<file path="config.mk">
export PLATFORM = sky130hd
export DESIGN_NAME = bip_control_unit
export DESIGN_NICKNAME = d
export VERILOG_FILES = /design/src/rtl/bip_pkg.sv /design/src/rtl/bip_decoder.sv /design/src/rtl/bip_control_unit.sv
export SDC_FILE = /design/constraint.sdc
export NUM_CORES = 1
export LEC_CHECK = 0
export ABC_AREA = 1
export BUFFER_PORTS_ARGS = -buffer_cell sky130_fd_sc_hd__buf_2
export CAP_MARGIN = 40
export CORE_ASPECT_RATIO = 1.75
export CORE_MARGIN = 2
export CORE_UTILIZATION = 45
export CTS_BUF_LIST = sky130_fd_sc_hd__clkbuf_8
export DETAILED_ROUTE_END_ITERATION = 16
export PLACE_DENSITY = 0.75
export SYNTH_ARGS = -nofsm -noshare
export SYNTH_HDL_FRONTEND = slang
export SYNTH_SLANG_ARGS = --single-unit
</file>
<file path="constraint.sdc">
create_clock -name clk -period 1.6 [get_ports clk]
set_input_delay 0.32 -clock clk [delete_from_list [all_inputs] [get_ports clk]]
set_output_delay 0.32 -clock clk [all_outputs]
set_load 0.02 [all_outputs]
</file>
<file path="src/rtl/bip_pkg.sv">
// bip_pkg: shared constants and types for the BIP instruction sequencer.
// Opcode field of an instruction sits at ir[AB +: OPC_W], operand at ir[AB-1:0].
package bip_pkg;

  localparam int OPC_W = 5;   // opcode width the constants below are written for
  localparam int DEF_AB = 11; // default address / operand width

  // Opcode constants
  localparam logic [OPC_W-1:0] OP_HLT  = 5'b00000;
  localparam logic [OPC_W-1:0] OP_STO  = 5'b00001;
  localparam logic [OPC_W-1:0] OP_LD   = 5'b00010;
  localparam logic [OPC_W-1:0] OP_LDI  = 5'b00011;
  localparam logic [OPC_W-1:0] OP_ADD  = 5'b00100;
  localparam logic [OPC_W-1:0] OP_ADDI = 5'b00101;
  localparam logic [OPC_W-1:0] OP_SUB  = 5'b00110;
  localparam logic [OPC_W-1:0] OP_SUBI = 5'b00111;

  // Accumulator source select
  localparam logic [1:0] SEL_RAM = 2'b00;
  localparam logic [1:0] SEL_IMM = 2'b01;
  localparam logic [1:0] SEL_ALU = 2'b10;

  typedef enum logic [1:0] {
    IDLE  = 2'd0,
    FETCH = 2'd1,
    EXEC  = 2'd2,
    HALT  = 2'd3
  } state_e;

  // Datapath control bundle produced by the decoder
  typedef struct packed {
    logic [1:0] sel_a;
    logic       sel_b;
    logic       op;
    logic       wr_acc;
    logic       wr_ram;
    logic       rd_ram;
  } ctrl_t;

endpackage

</file>
<file path="src/rtl/bip_decoder.sv">
// bip_decoder: combinational opcode decode into datapath strobes.
// Outputs are raw; the parent gates them to zero outside EXEC.
module bip_decoder
  import bip_pkg::*;
#(
  parameter int OPW = 5
) (
  input  logic [OPW-1:0] opcode_i,
  output ctrl_t          ctrl_o
);

  // Map each opcode to its strobe pattern; HLT and the NOP range decode to all-zero.
  always_comb begin
    // NOTE: every output gets a default before the case so no path leaves it unassigned (no latch).
    ctrl_o = '0;
    case (opcode_i)
      OPW'(OP_STO): begin
        ctrl_o.wr_ram = 1'b1;
      end
      OPW'(OP_LD): begin
        ctrl_o.rd_ram = 1'b1;
        ctrl_o.sel_a  = SEL_RAM;
        ctrl_o.wr_acc = 1'b1;
      end
      OPW'(OP_LDI): begin
        ctrl_o.sel_a  = SEL_IMM;
        ctrl_o.wr_acc = 1'b1;
      end
      OPW'(OP_ADD): begin
        ctrl_o.rd_ram = 1'b1;
        ctrl_o.sel_a  = SEL_ALU;
        ctrl_o.sel_b  = 1'b0;
        ctrl_o.op     = 1'b0;
        ctrl_o.wr_acc = 1'b1;
      end
      OPW'(OP_ADDI): begin
        ctrl_o.sel_a  = SEL_ALU;
        ctrl_o.sel_b  = 1'b1;
        ctrl_o.op     = 1'b0;
        ctrl_o.wr_acc = 1'b1;
      end
      OPW'(OP_SUB): begin
        ctrl_o.rd_ram = 1'b1;
        ctrl_o.sel_a  = SEL_ALU;
        ctrl_o.sel_b  = 1'b0;
        ctrl_o.op     = 1'b1;
        ctrl_o.wr_acc = 1'b1;
      end
      OPW'(OP_SUBI): begin
        ctrl_o.sel_a  = SEL_ALU;
        ctrl_o.sel_b  = 1'b1;
        ctrl_o.op     = 1'b1;
        ctrl_o.wr_acc = 1'b1;
      end
      default: begin
        ctrl_o = '0;
      end
    endcase
  end

endmodule

</file>
<file path="src/rtl/bip_control_unit.sv">
// bip_control_unit: BIP instruction sequencer (IDLE -> FETCH <-> EXEC -> HALT).
// Owns the program counter and instruction register; one instruction per two cycles.
// Optional run-cycle counter port enabled by defining BIP_CYCLE_COUNT_EN.
module bip_control_unit
  import bip_pkg::*;
#(
  parameter int AB  = 11,
  parameter int OPW = 5,
  parameter int CCW = 16
) (
  input  logic              clk,
  input  logic              rst_n,
  input  logic              start_bip,
  input  logic [OPW+AB-1:0] instr,
  output logic [AB-1:0]     pc_addr,
  output logic [AB-1:0]     operand,
  output logic [1:0]        sel_a,
  output logic              sel_b,
  output logic              op,
  output logic              wr_acc,
  output logic              wr_ram,
  output logic              rd_ram,
  output logic              busy,
  output logic              halted
`ifdef BIP_CYCLE_COUNT_EN
  ,
  output logic [CCW-1:0]    cycle_count
`endif
);

  state_e            state_q, state_d;
  logic [AB-1:0]     pc_q, pc_d;
  logic [OPW+AB-1:0] ir_q, ir_d;
  logic [OPW-1:0]    opcode;
  ctrl_t             dec_ctrl;
  ctrl_t             ctrl;

  assign opcode = ir_q[AB +: OPW];

  // State, PC and IR registers with synchronous active-low reset.
  always_ff @(posedge clk) begin
    // NOTE: sequential state uses non-blocking assignments so all registers update from pre-edge values.
    if (!rst_n) begin
      state_q <= IDLE;
      pc_q    <= '0;
      ir_q    <= '0;
    end else begin
      state_q <= state_d;
      pc_q    <= pc_d;
      ir_q    <= ir_d;
    end
  end

  // Next-state logic: fetch latches the instruction, execute advances the PC unless HLT.
  always_comb begin
    state_d = state_q;
    pc_d    = pc_q;
    ir_d    = ir_q;
    case (state_q)
      IDLE: begin
        if (start_bip) state_d = FETCH;
      end
      FETCH: begin
        ir_d    = instr;
        state_d = EXEC;
      end
      EXEC: begin
        if (opcode == OPW'(OP_HLT)) begin
          state_d = HALT;
        end else begin
          pc_d    = pc_q + AB'(1); // wraps modulo 2^AB
          state_d = FETCH;
        end
      end
      HALT: begin
        state_d = HALT;
      end
      default: begin
        state_d = IDLE;
      end
    endcase
  end

  bip_decoder #(
    .OPW (OPW)
  ) u_decoder (
    .opcode_i (opcode),
    .ctrl_o   (dec_ctrl)
  );

  // Moore outputs: decoded strobes are only visible during EXEC.
  always_comb begin
    ctrl = '0;
    if (state_q == EXEC) ctrl = dec_ctrl;
  end

  assign sel_a   = ctrl.sel_a;
  assign sel_b   = ctrl.sel_b;
  assign op      = ctrl.op;
  assign wr_acc  = ctrl.wr_acc;
  assign wr_ram  = ctrl.wr_ram;
  assign rd_ram  = ctrl.rd_ram;
  assign pc_addr = pc_q;
  assign operand = ir_q[AB-1:0];
  assign busy    = (state_q == FETCH) || (state_q == EXEC);
  assign halted  = (state_q == HALT);

`ifdef BIP_CYCLE_COUNT_EN
  logic [CCW-1:0] cnt_q;

  // Saturating count of cycles spent in FETCH or EXEC.
  always_ff @(posedge clk) begin
    if (!rst_n) begin
      cnt_q <= '0;
    end else if (busy && (cnt_q != {CCW{1'b1}})) begin
      cnt_q <= cnt_q + CCW'(1);
    end
  end

  assign cycle_count = cnt_q;
`endif

endmodule
</file>
==> metrics.md, run 1 <==
| Metric | Value |
|---|---|
| Netlist Area Pre-Place | around 0.0015 mm² |
| Post-DP HPWL | about 2200 µm |
| R2R Path End | ir_q[6] |
| Count of cell types in the netlist | 27 |
| Largest net degree at the start of global routing | 29 |
| Num rows | 27 |
| Yosys top cell area share | 39.4% |
| Critical path arrival | around 1.4 ns |
| Die area | between 0.003 and 0.004 mm² |
| Worst endpoint required time | about 1.3 ns |
| Die H | around 80 µm |
| Syn Area/Cell | approximately 7.3 µm² |
| Final setup skew | ~0.005 ns |
| Cells along the critical path | inv_2, or2_1, nor2_2, nor2_1, nor3_2, buf_4 |
| Antenna violations before repair | 0 |
| EDFF count, synth | 0 |
| RePlAce Congestion | about 0.81 |
| Synth area leaders | dfxtp_1 (39%), nor2_1 (11%), o21ai_0 (7.1%), buf_4 (5.6%), nand2_1 (5.3%) |
| Slew Limit Fails | 0 |
| Status | finished with violations |
| Leading area contributor after synthesis | dfxtp_1 |
| Failing checks | setup timing |
| Final nets | between 200 and 300 |
| Fmax | 599 MHz |
| DRT Pass-1 Iters | 4 |
| Reg2Reg Setup Slack | roughly 0.24 ns |
| PortBufs | between 40 and 50 |
| DRC | 0 |
| Clock Tree Buf Depth | 2 |
| Worst-path clk slew | roughly 0.060 ns |
| CTS buffer count | 5 |
| Post-layout util | just over 60% |
| Count of yosys warnings during synthesis | 0 |
| Max-Cap Viols | 0 |
| Final WL | 3000 µm |
| CP max stage delay | 0.36 ns |
| Setup-failing EPs final | 5 |
| Initial DRC count | 13 |
| Main synth FF type | dfxtp_1 |
| Syn_nets | 226 |
| Clk_lat worst skew | 0.28 ns |
| Worst setup EP type | output port |
| Initial core utilization | 46.9% |
| Slew HR | between 70% and 80% |
| Root buffer cell | clkbuf_8 |
| IO Count | 50 |
| Crit path time final | roughly 1.7 ns |
| Most frequent cells after synthesis | nor2_1 (44), dfxtp_1 (29), nand2_1 (21), o21ai_0 (21), inv_1 (17) |
| H-tree depth | 2 |
| Ant diodes | 0 |
| Hold Path End | ir_q[1] |
| Hold_ws | 0.260 ns |
| Remaining global-route overflow | 0 |
| Core area | between 0.003 and 0.004 mm² |
| Layout cell share with drive strength beyond 1 | roughly 37% |
| Worst hold start | instr[1] |
| Final hold violations | 0 |
| Worst vdd ir | a little under 0.8 mV |
| Vias per cell | approximately 4.7 |
| Reg2Reg Depth | 6 |
| Tcrit/Tclk final | 104% |
| Multi-input gate area | around 750 µm² |
| Sequential cell area | slightly below 600 µm² |
| Top-count cell post-synth | nor2_1 |
| Gr usage total | roughly a fifth |
| Fill count | roughly 320 |
| PD cells | 1140 mW/mm² |
| WHS Path Cells | 3 |
| Startpoint Class | register |
| RSZ-0062 raised after global routing | yes |
| Crit Path Class | reg2out |
| Worst R2R Start | state_q[1] |
| First-pass GRT wire length | between 5000 and 6000 µm |
| Yosys reg bits | 29 |
| FFs w/ async S/R, synth | 0% |
| Least-Margin Pin Slew | 0.426 ns |
| CTS tree | done |
| LEAKAGE | 0.898 nW |
| # clock sinks | 29 |
| Hold crit path type | in2reg |
| Setup ws final | -0.0684 ns |
| Slowest cell on crit path | dfxtp_2 |
| Overall via count from detail_route | about 1.4k |
| Area Overhead vs Synth | 30.1% |
| Vias in the first global route | approximately 1.3k |
| Crit Path Max Fanout | 2 |
| DRT antenna net count | 0 |
| Sequential area share after synthesis | 39.4% |
| DR WL/cell | 10.3 µm |
| Die span in x | approximately 47 µm |
| Gate Count Post-Synth | 202 |
[critical path, delay by kind of cell, from the launching register on]
kind                   cells  cell delay (ns)
AND/OR/NAND/NOR            4             0.51
flip-flops                 1             0.36
buffers and inverters      2             0.20
[layout make-up]
cell class / count / area share (%)
clock buffer: 6 / 4.31
clock inverter: 2 / 1.76
inverter: 21 / 4.37
multi-input combinational: 135 / 39.3
sequential: 29 / 30.6
tap: 43 / 2.81
timing repair buffer: 57 / 16.8
[routing by layer]
| metal | track usage, % | up-vias | wire length [µm] |
|---|---|---|---|
| met4 | 9.44 | 0 | 77 |
| li1 | - | 733 | - |
| met5 | 0 | - | 0 |
| met3 | 4.98 | 9 | 136 |
| met2 | 33.2 | 34 | 1620 |
| met1 | 18.3 | 610 | 1170 |
[state kept, by name (all words and copies together), names as in the netlist]
name / cells
ir_q: 16
pc_addr: 11
state_q: 2
[cells by family (layout without fill, tap and decap cells)]
logic type	count (synthesis)	after routing	synth area share [%]
and+or+nand+nor	91	91	29.5
buffers and inverters	38	86	12.9
AOI/OAI and AO/OA	37	37	12.7
adders and majority gates	5	5	4.24
xor gates and xnor gates	2	2	1.19
DFF	29	29	39.4
[worst max path at each step]
stage / end / cells after the start / slack (ns) / from
6_report: rd_ram / 6 / -0.07 / ir_q[13]
3_5_place_dp: rd_ram / 6 / 0.16 / ir_q[13]
4_1_cts: rd_ram / 6 / -0.09 / ir_q[13]
5_1_grt: sel_b / 6 / -0.15 / ir_q[13]
3_3_place_gp: rd_ram / 6 / 0.20 / ir_q[13]
2_1_floorplan: sel_a[0] / 4 / -0.007 / state_q[0]
[stage by stage]
step	std cells	instance area, µm²	total power, mW	worst slack [ns]	TNS [ns]
floorplan	202	1490	1.28	-0.00666	-0.0133
global placement	280	1700	1.36	0.197	0
detailed placement	280	1700	1.37	0.161	0
CTS	291	1870	2.19	-0.0877	-0.348
global route	293	1920	2.32	-0.153	-0.718
finish	293	1920	2.19	-0.0684	-0.252
[what timing repair did]
| item | in CTS | in global routing |
|---|---|---|
| hold buffers | 0 | 0 |
| buffers inserted | 3 | 2 |
| resized for setup | 14 | 9 |
| endpoints found under the setup margin | 7 | 7 |
| pin swaps | 0 | 4 |
[layout by cell type, fill, tap and decap left out, types with 2 or more instances in the layout]
cell      synthesis  routed
nor2_1           44      44
nand3_1           6       6
buf_2             3      42
dfxtp_2           0       5
inv_1            17      14
inv_4             1       2
nor4_4            0       2
inv_2             3       6
nor3_2            3       3
o21ai_1           2       2
dfxtp_1          29      24
buf_4            11      15
nand2_4           1       2
nand2_1          21      20
ha_1              5       4
clkbuf_8          0       6
a21oi_1          13      13
o21ai_0          21      21
nand4_1           5       5
nor2_2            3       3
nor2_4            2       2
[power breakdown]
group | total (mW) | internal (mW) | leakage (nW) | switching, mW
combinational | 0.558 | 0.205 | 0.596 | 0.354
sequential | 0.863 | 0.806 | 0.239 | 0.0579
clock | 0.766 | 0.500 | 0.0626 | 0.266
(Power assumes the default switching activity.)
==> run 2: changes to the inputs <==
--- a/config.mk
+++ b/config.mk
@@ -10,8 +10,11 @@
 export CAP_MARGIN = 40
+export CELL_PAD_IN_SITES_DETAIL_PLACEMENT = 1
+export CELL_PAD_IN_SITES_GLOBAL_PLACEMENT = 2
 export CORE_ASPECT_RATIO = 1.75
 export CORE_MARGIN = 2
-export CORE_UTILIZATION = 45
+export CORE_UTILIZATION = 28
 export CTS_BUF_LIST = sky130_fd_sc_hd__clkbuf_8
+export CTS_CLUSTER_SIZE = 20
 export DETAILED_ROUTE_END_ITERATION = 16
-export PLACE_DENSITY = 0.75
+export PLACE_DENSITY = 0.84
 export SYNTH_ARGS = -nofsm -noshare
==> constraint.sdc (replaced) <==
create_clock -name clk -period 1.6 [get_ports clk]
set_input_delay 0.16 -clock clk [delete_from_list [all_inputs] [get_ports clk]]
set_output_delay 0.16 -clock clk [all_outputs]
set_load 0.02 [all_outputs]
==> run 2 against run 1 <==
Against the previous run: the flow finishes with violations (DRC, setup timing); first-iteration DRC count is 23% higher; sequential cell count is the same; die area is 56% higher; global-route usage decreased by 4.6 points; power grew 0.67%; utilization shrank 24 points; sequential power is essentially flat; routed wire length rose by 29%; final cell count is 3.1% higher; largest power group unchanged; clock skew rose by 0.0023 ns.
==> metrics.md, run 2 (same netlist as run 1, synthesis figures left out) <==
| Metric | Value |
|---|---|
| Die H | 100 µm (+25%) |
| Vias in the first global route | 1,450 (+9.4%) |
| Crit Path Max Fanout | 3 (+1) |
| DR WL/cell | 12.8 µm (+25%) |
| Fmax | 621 MHz (+3.6%) |
| # clock sinks | 29 (unchanged) |
| H-tree depth | 2 (unchanged) |
| DRT Pass-1 Iters | 10 (+6) |
| WHS Path Cells | 3 (unchanged) |
| Area Overhead vs Synth | 29.5% |
| CP max stage delay | 0.36 ns (about the same) |
| CTS tree | done |
| Crit Path Class | reg2out |
| Final hold violations | 0 (unchanged) |
| Die area | 0.00588 mm² (+56%) |
| Worst setup EP type | output port |
| DRT antenna net count | 0 (unchanged) |
| Final WL | 3860 µm (+29%) |
| Tcrit/Tclk final | 101% (-3.7 points) |
| Worst R2R Start | state_q[1] |
| Setup ws final | -0.00997 ns (+0.0585 ns) |
| Remaining global-route overflow | 0 (unchanged) |
| Root buffer cell | clkbuf_8 |
| Worst vdd ir | 0.517 mV (-33%) |
| Most used cells in the layout excluding fill and tap cells | buf_2 (44), nor2_1 (42), dfxtp_1 (27) |
| IO Count | 50 (unchanged) |
| Worst endpoint required time | 1.44 ns (+0.16 ns) |
| Layout cell share with drive strength beyond 1 | 35.6% (-1.2 points) |
| Final nets | 270 (-1.1%) |
| Top cell by count, worst path | inv_2 |
| Slew Limit Fails | 0 (unchanged) |
| First-pass GRT wire length | 6400 µm (+24%) |
| Worst path top cell family by delay | simple AND/OR/NAND/NOR gates |
| Worst hold start | instr[9] |
| Worst Path Buf+Inv | 3 (+1) |
| CTS buffer count | 5 (unchanged) |
| Reg2Reg Setup Slack | 0.21 ns (-0.03 ns) |
| Reg2Reg Depth | 6 (unchanged) |
| Antenna violations before repair | 0 (unchanged) |
| Hold_ws | 0.104 ns (-0.156 ns) |
| Status | finished with violations |
| Max reg flops | 16 (unchanged) |
| Clk_lat worst skew | 0.28 ns (about the same) |
| Slew HR | 68.8% (-2.8 points) |
| Overall via count from detail_route | 1,440 (+3.9%) |
| DRC | 3 (+3) |
| Setup-failing EPs final | 1 (-4) |
| Most common cell after layout, fill and taps aside | buf_2 |
| Crit path time final | 1.61 ns (-0.0585 ns) |
| Largest reg by FF count | ir_q |
| Critical path arrival | 1.45 ns (+0.10 ns) |
| LEAKAGE | 0.885 nW (-1.5%) |
| Hold crit path type | in2reg |
| Cells along the critical path | inv_2, or2_4, nor2_4, inv_2, nor3_2, buf_4 |
| PD cells | 1150 mW/mm² (+1.1%) |
| Final setup skew | 0.00748 ns (+0.00234 ns) |
| RSZ-0062 raised after global routing | yes |
| Fin Setup TNS | -0.00997 ns (+0.242 ns) |
| Initial core utilization | 28.5% (-18 points) |
| PortBufs | 49 (unchanged) |
| Post-DP HPWL | 2880 µm (+28%) |
| Initial DRC count | 16 (+3) |
| Startpoint Class | register |
| R2R Path End | ir_q[4] |
| RePlAce Congestion | 0.759 (-6.6%) |
| Hold Path End | ir_q[9] |
| Ant diodes | 0 (unchanged) |
| Gr usage total | 14.1% (-4.6 points) |
| Die span in x | 58.8 µm (+25%) |
| Clock Tree Buf Depth | 2 (unchanged) |
| Hold_buf cts | 0 (unchanged) |
| Largest net degree at the start of global routing | 29 (unchanged) |
| Worst-path clk slew | 0.07 ns (about the same) |
| Least-Margin Pin Slew | 0.467 ns (+0.0413 ns) |
| Failing checks | DRC, setup timing |
| Num rows | 35 (+30%) |
| Core area | 0.00517 mm² (+64%) |
| Max-Cap Viols | 0 (unchanged) |
| Vias per cell | 4.77 (+0.80%) |
| Slowest cell on crit path | dfxtp_2 |
==> run 2: through the flow <==
step	total power, mW	cell area [µm²]	worst slack, ns	std cells	util, %
floorplan	1.27	1470	-0.0620	202	-
global placement	1.37	1700	0.239	292	32.9
finish	2.20	1910	-0.00997	302	36.9
global route	2.35	1910	-0.0760	302	36.9
detailed placement	1.38	1700	0.217	292	32.9
CTS	2.18	1830	0.0000665	300	35.5
==> run 2: metal layers <==
layer  share of wire (%)  vias to the layer above  global-route usage [%]
li1                    -                      725                       -
met4                 1.5                        0                    6.29
met1                  36                      685                    14.0
met3                 3.0                        5                    2.45
met5                   0                        -                       0
met2                  59                       25                    26.9
==> run 2: worst max path at each step <==
stage | from | to | slack (ns) | cells past startpoint
2_1_floorplan | state_q[0] | sel_a[0] | -0.06 | 4
3_3_place_gp | pc_addr[1] | pc_addr[6] | 0.24 | 6
3_5_place_dp | state_q[0] | sel_a[0] | 0.22 | 5
4_1_cts | state_q[0] | wr_ram | 0.00007 | 5
5_1_grt | ir_q[13] | op | -0.08 | 6
6_report | ir_q[13] | op | -0.01 | 6
==> run 2: worst register-to-register path, delay by kind of cell, from the launching register on <==
kind          cells  cell delay (ns)
simple gates      2             0.15
fa+ha+maj         1             0.20
buf+inv           3             0.57
flops             1             0.41
==> run 2: power breakdown <==
group	total, mW	switching, mW	leakage (nW)	internal, mW
combinational	0.562	0.366	0.584	0.195
clock	0.776	0.276	0.0626	0.501
sequential	0.864	0.0616	0.238	0.803
==> run 2: what timing repair did <==
action	in CTS	in global routing
setup endpoints to repair	4	6
pin swaps	0	3
buffers inserted	0	2
resized for setup	6	17
==> run 2: cell type report <==
cell class | instances | area, µm²
Tap cell | 55 | 68.8
Multi-Input combinational cell | 135 | 762
Fill cell | 678 | 3260
Clock inverter | 2 | 33.8
Sequential cell | 29 | 583
Inverter | 21 | 83.8
Clock buffer | 6 | 82.6
Timing Repair Buffer | 54 | 295
==> run 3: changes to the inputs <==
SKIP_CTS_REPAIR_TIMING = 1   (was not set)
==> run 3 against run 2 <==
Against the previous run: the flow finishes with violations (DRC); via count fell by 0.56%; critical path depth did not move; routed wire length fell by 1.0%; final cell count fell by 0.33%; final area fell by 1.6%; clock-buffer cell count did not move; clock power barely moved; first-iteration DRC count fell by 19%; maximum frequency rose by 2.5%; worst hold slack barely moved.
==> metrics.md, run 3 (same netlist as run 1, synthesis figures left out) <==
| Metric | Value |
|---|---|
| Worst setup EP type | output port |
| Status | finished with violations |
| LEAKAGE | 0.875 nW (-1.1%) |
| Final Cell Area | 0.00188 mm² (-1.6%) |
| DR WL/cell | 12.7 µm (-0.71%) |
| Final WL | 3820 µm (-1.0%) |
| Clk pwr share | 35.7% (+0.4 points) |
| Worst endpoint required time | 1.44 ns (about the same) |
| Die H | 100 µm (unchanged) |
| CTS buffer count | 5 (unchanged) |
| Remaining global-route overflow | 0 (unchanged) |
| # clock sinks | 29 (unchanged) |
| Vias per cell | 4.76 (-0.23%) |
| Crit Path Max Fanout | 3 (unchanged) |
| PortBufs | 49 (unchanged) |
| CP max stage delay | 0.36 ns (about the same) |
| Setup-failing EPs final | 0 (-1) |
| DRC | 3 (unchanged) |
| RSZ-0062 raised after global routing | yes |
| Final hold violations | 0 (unchanged) |
| Switching share of power | 31.6% (-0.30 points) |
| Reg2Reg Depth | 6 (unchanged) |
| PD cells | 1160 mW/mm² (+0.47%) |
| Crit path time final | 1.57 ns (-0.0391 ns) |
| Max reg flops | 16 (unchanged) |
| Vias in the first global route | 1,447 (-0.21%) |
| Least-Margin Pin Slew | 0.461 ns (-0.00649 ns) |
| Largest reg by FF count | ir_q |
| Hold_ws | 0.104 ns (-0.000149 ns) |
| Pre-CTS setup slack | 0.217 ns (unchanged) |
| Fin cells | 301 (-0.33%) |
| Placed Area | 0.00170 mm² (unchanged) |
| Root buffer cell | clkbuf_8 |
| Num rows | 35 (unchanged) |
| Final setup skew | 0.00761 ns (+0.000131 ns) |
| Most common cell after layout, fill and taps aside | buf_2 |
| DP Cell Count | 292 (unchanged) |
| DRT antenna net count | 0 (unchanged) |
| Sequential cell area | 582 µm² (-0.21%) |
| Core area | 0.00517 mm² (unchanged) |
| Gr usage total | 13.9% (-0.13 points) |
| First-pass GRT wire length | 6310 µm (-1.3%) |
| H-tree depth | 2 (unchanged) |
| Part of the power in combinational logic | 24.8% (-0.7 points) |
| Clk_lat worst skew | 0.28 ns (about the same) |
| Area Overhead vs Synth | 27.4% |
| M2 GR Usage | 26.9% (unchanged) |
| Max-Cap Viols | 0 (unchanged) |
| WHS Path Cells | 3 (unchanged) |
| Post-DP HPWL | 2880 µm (unchanged) |
| Critical path arrival | 1.41 ns (-0.04 ns) |
| P_int | 1.49 mW (-0.73%) |
| Failing checks | DRC |
| CTS tree | done |
| GRT met3 Usage | 2.45% (unchanged) |
| Net Sw Power | 0.689 mW (-2.1%) |
| Initial DRC count | 13 (-3) |
| Worst-path clk slew | 0.07 ns (about the same) |
| Setup ws final | 0.0291 ns (+0.0391 ns) |
| IO Count | 50 (unchanged) |
| Worst vdd ir | 0.517 mV (about the same) |
| Overall via count from detail_route | 1,432 (-0.56%) |
| Fill count | 681 (+0.44%) |
| Die area | 0.00588 mm² (unchanged) |
| Initial core utilization | 28.5% (unchanged) |
| Clock Tree Buf Depth | 2 (unchanged) |
| Hold crit path type | in2reg |
| Layout cell share with drive strength beyond 1 | 34.6% (-1.1 points) |
| Reg power frac | 39.6% (+0.4 points) |
| Crit Path Class | reg2out |
| Gr busiest metal | met2 |
| Slowest cell on crit path | dfxtp_2 |
| Fmax | 637 MHz (+2.5%) |
| Top cell by count, worst path | inv_2 |
| Slew Limit Fails | 0 (unchanged) |
| Most used cells in the layout excluding fill and tap cells | buf_2 (46), nor2_1 (42), dfxtp_1 (28) |
| Antenna violations before repair | 0 (unchanged) |
| Ant diodes | 0 (unchanged) |
| RePlAce Congestion | 0.759 (unchanged) |
| Slew HR | 69.3% (+0.43 points) |
| Met1 Use GR | 13.6% (-0.40 points) |
| Largest net degree at the start of global routing | 29 (unchanged) |
| Final nets | 269 (-0.37%) |
| Startpoint Class | register |
| Multi-input gate area | 747 µm² (-2.0%) |
| Cells along the critical path | inv_2, or2_4, nor2_4, inv_2, nor3_2, buf_4 |
| Die span in x | 58.8 µm (unchanged) |
| Tcrit/Tclk final | 98.2% (-2.4 points) |
| DRT Pass-1 Iters | 9 (-1) |
run 3: final cells by class:
type	count	share of cell area [%]
multi-input combinational	135	39.8
clock buffer	6	4.40
sequential	29	31.0
clock inverter	2	1.80
inverter	21	4.33
timing repair buffer	53	15.1
tap	55	3.66
run 3: through the flow:
stage,utilization (%),power [mW],setup TNS [ns]
after global routing,36.3,2.32,-0.133
after CTS,35.2,2.17,-0.220
after floorplan,-,1.27,-0.124
after global placement,32.9,1.37,0
after detailed placement,32.9,1.38,0
final,36.3,2.18,0
run 3: worst paths after layout:
path | startpoint | to | slack, ns
worst min-delay path | instr[9] | ir_q[9] | 0.10
worst min register to register | ir_q[9] | ir_q[9] | 0.50
worst max register to register | state_q[1] | ir_q[4] | 0.21
worst max-delay path | ir_q[13] | sel_b | 0.03
run 3: critical path: cells and delay by family, from the launching register on:
family | cells | cell delay [ns]
AND/OR/NAND/NOR | 3 | 0.51
buffers and inverters | 3 | 0.27
flip-flops | 1 | 0.36
run 3: power by group through the flow:
stage	clock network (mW)	registers (mW)	logic, mW
global placement	0	0.869	0.501
floorplan	0	0.867	0.405
global route	0.840	0.869	0.611
finish	0.777	0.861	0.539
detailed placement	0	0.873	0.507
CTS	0.807	0.857	0.509
run 3: routing by layer:
metal | wire, µm | part of all wire [%] | vias to the layer above
met5 | 0 | 0 | -
li1 | - | - | 723
met4 | 57 | 1.5 | 0
met3 | 111 | 2.9 | 5
met2 | 2250 | 59 | 25
met1 | 1400 | 37 | 679
